<file path="src/rtl/conv_window_reader.sv">
// conv_window_reader
// Streams an int4 feature map out of the RAM read port, one pixel per cycle,
// and presents every 3x3 stride-1 window (no padding) to the conv MAC stage.
// Two IMG_W-deep line buffers hold the previous two rows, so each pixel is
// fetched from RAM exactly once per frame.
module conv_window_reader #(
  parameter int WIDTH     = 4,
  parameter int ADDR_BIT  = 10,
  parameter int IMG_W     = 28,
  parameter int IMG_H     = 28,
  parameter int BASE_ADDR = 0
) (
  input  logic                  clk,
  input  logic                  rst_n,
  input  logic                  start,
  output logic                  busy,
  output logic                  done,
  output logic                  ram_en,
  output logic [ADDR_BIT-1:0]   ram_addr,
  input  logic [WIDTH-1:0]      ram_dout,
  output logic                  win_valid,
  output logic [9*WIDTH-1:0]    win_data
);

  localparam int N  = IMG_W * IMG_H;
  localparam int NW = (N > 1) ? $clog2(N) : 1;
  localparam int CW = $clog2(IMG_W);
  localparam int RW = $clog2(IMG_H);
  localparam logic [ADDR_BIT-1:0] BASE_L = ADDR_BIT'(BASE_ADDR);

  if (BASE_ADDR + IMG_W * IMG_H > 2 ** ADDR_BIT) begin : g_addr_range_err
    $error("conv_window_reader: frame does not fit in RAM address space");
  end
  if (IMG_W < 3 || IMG_H < 3) begin : g_size_err
    $error("conv_window_reader: IMG_W and IMG_H must be at least 3");
  end

  typedef enum logic [1:0] {
    IDLE  = 2'd0,
    READ  = 2'd1,
    DRAIN = 2'd2,
    FIN   = 2'd3
  } state_t;

  state_t            state;
  state_t            state_nxt;
  logic [NW-1:0]     addr_cnt;

  // stage p0: pixel present on ram_dout, tagged with its (row, col)
  logic              vld_p0;
  logic [CW-1:0]     col_p0;
  logic [RW-1:0]     row_p0;

  // stage p1: window registers and line buffers after capturing the pixel
  logic              vld_p1;
  logic [WIDTH-1:0]  win_p1 [9];
  logic [WIDTH-1:0]  lb1 [IMG_W];
  logic [WIDTH-1:0]  lb2 [IMG_W];

  // State register.
  always_ff @(posedge clk or negedge rst_n) begin
    if (!rst_n) state <= IDLE;
    else        state <= state_nxt;
  end

  // Next-state logic: DRAIN leaves once the final pixel has been captured.
  always_comb begin
    state_nxt = state;
    case (state)
      IDLE:    if (start) state_nxt = READ;
      READ:    if (addr_cnt == NW'(N - 1)) state_nxt = DRAIN;
      DRAIN:   if (!vld_p0) state_nxt = FIN;
      FIN:     state_nxt = IDLE;
      default: state_nxt = IDLE;
    endcase
  end

  assign busy     = (state == READ) || (state == DRAIN);
  assign done     = (state == FIN);
  assign ram_en   = (state == READ);
  assign ram_addr = BASE_L + ADDR_BIT'(addr_cnt);

  // Address counter: held at zero while idle, one address per READ cycle.
  always_ff @(posedge clk or negedge rst_n) begin
    if (!rst_n)               addr_cnt <= '0;
    else if (state == IDLE)   addr_cnt <= '0;
    else if (state == READ)   addr_cnt <= addr_cnt + NW'(1);
  end

  // Returned-pixel tracking: ram_dout is valid one cycle after ram_en.
  always_ff @(posedge clk or negedge rst_n) begin
    if (!rst_n) begin
      vld_p0 <= 1'b0;
      col_p0 <= '0;
      row_p0 <= '0;
    end else begin
      vld_p0 <= ram_en;
      if (state == IDLE) begin
        col_p0 <= '0;
        row_p0 <= '0;
      end else if (vld_p0) begin
        if (col_p0 == CW'(IMG_W - 1)) begin
          col_p0 <= '0;
          row_p0 <= row_p0 + RW'(1);
        end else begin
          col_p0 <= col_p0 + CW'(1);
        end
      end
    end
  end

  // Window shift and line-buffer update; a window is complete only once
  // three full columns of the current row band exist, so it never wraps.
  always_ff @(posedge clk or negedge rst_n) begin
    if (!rst_n) begin
      vld_p1 <= 1'b0;
      for (int k = 0; k < 9; k++) win_p1[k] <= '0;
      for (int c = 0; c < IMG_W; c++) begin
        lb1[c] <= '0;
        lb2[c] <= '0;
      end
    end else begin
      vld_p1 <= vld_p0 && (row_p0 >= RW'(2)) && (col_p0 >= CW'(2));
      if (vld_p0) begin
        win_p1[0]   <= win_p1[1];
        win_p1[1]   <= win_p1[2];
        win_p1[2]   <= lb2[col_p0];
        win_p1[3]   <= win_p1[4];
        win_p1[4]   <= win_p1[5];
        win_p1[5]   <= lb1[col_p0];
        win_p1[6]   <= win_p1[7];
        win_p1[7]   <= win_p1[8];
        win_p1[8]   <= ram_dout;
        lb2[col_p0] <= lb1[col_p0];
        lb1[col_p0] <= ram_dout;
      end
    end
  end

  assign win_valid = vld_p1;

  for (genvar k = 0; k < 9; k++) begin : g_pack
    assign win_data[k*WIDTH +: WIDTH] = win_p1[k];
  end

endmodule

</file>
<file path="config.mk">
export PLATFORM = sky130hd
export DESIGN_NAME = conv_window_reader
export DESIGN_NICKNAME = d
export VERILOG_FILES = /design/src/rtl/conv_window_reader.sv
export SDC_FILE = /design/constraint.sdc
export NUM_CORES = 1
export LEC_CHECK = 0
export BUFFER_PORTS_ARGS = -buffer_cell sky130_fd_sc_hd__buf_2
export CAP_MARGIN = 20
export CORE_MARGIN = 5
export CORE_UTILIZATION = 37
export DETAILED_ROUTE_END_ITERATION = 8
export GPL_ROUTABILITY_DRIVEN = 0
export GPL_TIMING_DRIVEN = 0
export MAX_ROUTING_LAYER = met4
export PLACE_DENSITY_LB_ADDON = 0.12
export SLEW_MARGIN = 20
export SYNTH_ARGS = -nofsm -noshare
export SYNTH_HDL_FRONTEND = slang
export SYNTH_SLANG_ARGS = --single-unit
</file>
<file path="constraint.sdc">
create_clock -name clk -period 2.3 [get_ports clk]
set_input_delay 0.23 -clock clk [delete_from_list [all_inputs] [get_ports clk]]
set_output_delay 0.23 -clock clk [all_outputs]
set_load 0.02 [all_outputs]
</file>
==> run_results.csv <==
group,metric,value,unit
sta,relSlewSlack,39.1,%
critical_path,crit_cells,10,
placement,portBuffers,52,
synth,ys.flop_type,"dfrtp_1",
critical_path,setup.worst_path.start,"col_p0[1]",
power_and_ir_drop,cellLeakagePower,6.80,nW
route,via_per_inst,5.38,
synth,netlist_area,13000,µm²
critical_path,cp_slowest_cell,"dfrtp_2",
clock_network,cts_buffer_depth,3,
synth,synth_edf_count,0,
cells_and_area,fin_util,45.8,%
critical_path,worstReg2RegEnd,"lb1[77]",
synth,synth_top_cell_area_share,54.8,%
synth,synthArstFlopShare,100,%
critical_path,r2r_start,"col_p0[1]",
cells_and_area,multi_input_area,5710,µm²
floorplanning,dieArea,38900,µm²
critical_path,crit_arrival,2.61,ns
global_route,grt_first_pass_wirelength,59300,µm
power_and_ir_drop,power-per-cell-area,707,nW/µm²
global_route,grt_usage,20.8,%
route,firstDrtPassIters,6,
floorplanning,die_y,197,µm
cells_and_area,antenna_cells,0,
critical_path,cp-start-kind,"register",
cells_and_area,synthToLayoutAreaGrowth,22.2,%
sta,worstMarginPinSlew,0.913,ns
sta,setup_viol,0,
placement,place_hpwl,26300,µm
route,drtIter0Drc,600,
cells_and_area,fillers,3172,
global_route,grt_max_degree,94,
critical_path,crit_chain,"buf_12 > buf_12 > buf_16 > buf_12 > inv_6 > ha_4 > buf_4 > nand3_1 > clkbuf_8 > mux2_2",
clock_network,root_buffer,"clkbuf_16",
critical_path,critical-path-max-stage-delay,0.44,ns
critical_path,r2r_slack,0.07,ns
placement,numPlacedInstances,1544,
power_and_ir_drop,peakVddDrop,0.606,mV
floorplanning,start_util,37.5,%
synth,synth_nets,1053,
synth,synth_area_leader_cell,"dfrtp_1",
cells_and_area,register_area,7110,µm²
worst_hold_path,worstHoldEndpoint,"state[0]",
critical_path,worst-path-buf-inv,7,
floorplanning,row_count,68,
critical_path,crit_family,"buffers and inverters",
critical_path,reg2regPathDepth,10,
cells_and_area,drive_above_1_share,37.4,%
flow_run,maxCapViolations,0,
global_route,antenna_found_initial,1,
synth,yosysUniqueCellTypes,57,
clock_network,htree_levels,2,
route,via_count,8883,
critical_path,endpoint_kind,"register",
critical_path,critPathKind,"register to register",
synth,syn_inst,1034,
clock_network,cts_tree,"done",
synth,yosysWarnings,0,
synth,synth.most_common_cell,"dfrtp_1",
route,ant_nets,0,
worst_hold_path,min-delay-start,"start",
critical_path,required,2.68,ns
worst_hold_path,hold_depth,3,
sta,finClkSkew,0.0126,ns
critical_path,critPathMaxFanout,11,
sta,maxSlewViolCount,0,
sta,fmax,0.449,GHz
clock_network,cts.clk_slew.worst_paths,0.06,ns
cells_and_area,layout.cells.non_filler,1651,
route,wirelength,38900,µm
sta,timing.final.crit_share,96.9,%
floorplanning,core,34600,µm²
global_route,first_global_vias,9195,
synth,synth_seq_cells,284,
floorplanning,boundaryPins,57,
synth,syn_avg_cell_area,12.6,µm²
cells_and_area,fin_nets,1192,
status,status,"complete, no violations",
synth,synthTopCellsByCount,"284 x dfrtp_1, 143 x mux2_2, 134 x nand2_1",
global_route,grt-ovfl-total,0,
synth,synth_seq_area_share,54.8,%
floorplanning,chipWidth,197,µm
sta,tns,0,ns
clock_network,numCtsBuffers,34,
sta,period_minus_slack,2.23,ns
route,drcViolationCount,0,
sta,whs,0.0709,ns
critical_path,critical_path.most_common_cell,"buf_12",
worst_hold_path,hp-class,"input port to register",
clock_network,clock-sinks,284,
sta,finalHoldViolCount,0,
clock_network,clock_latency,0.51,ns
synth,yosys-top-cells-area,"dfrtp_1 55%, mux2_2 12%, mux4_2 7.3%",
route,wl_per_cell,23.6,µm
-- cell type report --
| type | count | area share (%) |
|---|---|---|
| Buffer | 65 | 3.09 |
| Clock buffer | 54 | 6.87 |
| Clock inverter | 5 | 0.158 |
| Inverter | 14 | 0.410 |
| Multi-Input combinational cell | 668 | 36.0 |
| Sequential cell | 284 | 44.8 |
| Tap cell | 455 | 3.59 |
| Timing Repair Buffer | 106 | 5.09 |
-- state kept, by name, indices dropped and copies added (netlist names) --
| name | flops |
|---|---|
| win_data | 36 |
| lb2 | 112 |
| lb1 | 112 |
| state | 2 |
| win_valid | 1 |
| addr_cnt | 10 |
| vld_p0 | 1 |
| row_p0 | 5 |
| col_p0 | 5 |
-- worst min-delay path: stages --
cell and delay, ns:
buf_2 0.07, nand2b_1 0.12, a32oi_1 0.10
-- cell usage in the layout (no fill, tap or decap), types with 26 or more instances in the layout --
master and count:
a21oi_1 26, buf_2 62, buf_4 53, clkbuf_1 27, clkbuf_16 37, dfrtp_1 281, mux2_2 136, mux2i_1 32
mux4_2 42, nand2_1 130, nor2_1 64, o21ai_0 41
-- logic make-up after synthesis --
group / after synthesis / synth area share (%)
multiplexers: 220 / 22.8
adder cells (fa/ha/maj): 12 / 1.16
AND/OR/NAND/NOR: 285 / 9.83
AO/OA/AOI/OAI: 140 / 7.29
XOR/XNOR: 11 / 0.742
flip-flops: 284 / 54.8
buffers and inverters: 82 / 3.46
-- per-stage QoR --
step / power, mW / instance area (µm²) / setup WS [ns]
CTS: 11.3 / 15800 / -0.0155
detailed placement: 5.99 / 13900 / -1.06
global route: 11.6 / 15900 / -0.00477
floorplan: 5.70 / 13000 / -0.0280
global placement: 5.96 / 13800 / -4.63
finish: 11.2 / 15900 / 0.0711
-- layer usage --
layer	routed length, µm	vias up	GRT usage [%]
li1	-	3991	-
met1	18000	4537	29.1
met2	17600	280	31.5
met3	2160	75	3.48
met4	1190	0	5.68
met5	0	-	-
-- where the power goes --
group / leakage, nW / internal (mW) / switching [mW]
combinational: 2.88 / 0.246 / 0.334
sequential: 3.37 / 5.21 / 0.112
clock: 0.556 / 3.24 / 2.08
-- what timing repair did --
action | 4_1_cts | 5_1_grt
pin swaps | 15 | 3
gates resized for setup | 80 | 15
endpoints found under the setup margin | 236 | 66
hold endpoints to repair | 69 | 0
hold buffers | 1 | 0
buffers inserted | 44 | 6
-- worst max path at each step --
| stage | endpoint | slack (ns) |
|---|---|---|
| finish | lb1[77] | 0.07 |
| global route | win_data[22] | -0.005 |
| CTS | lb1[94] | -0.02 |
| detailed placement | lb2[52] | -1.06 |
| global placement | lb1[41] | -4.63 |
| floorplan | lb1[10] | -0.03 |
Power figures use the tool's default switching activity.
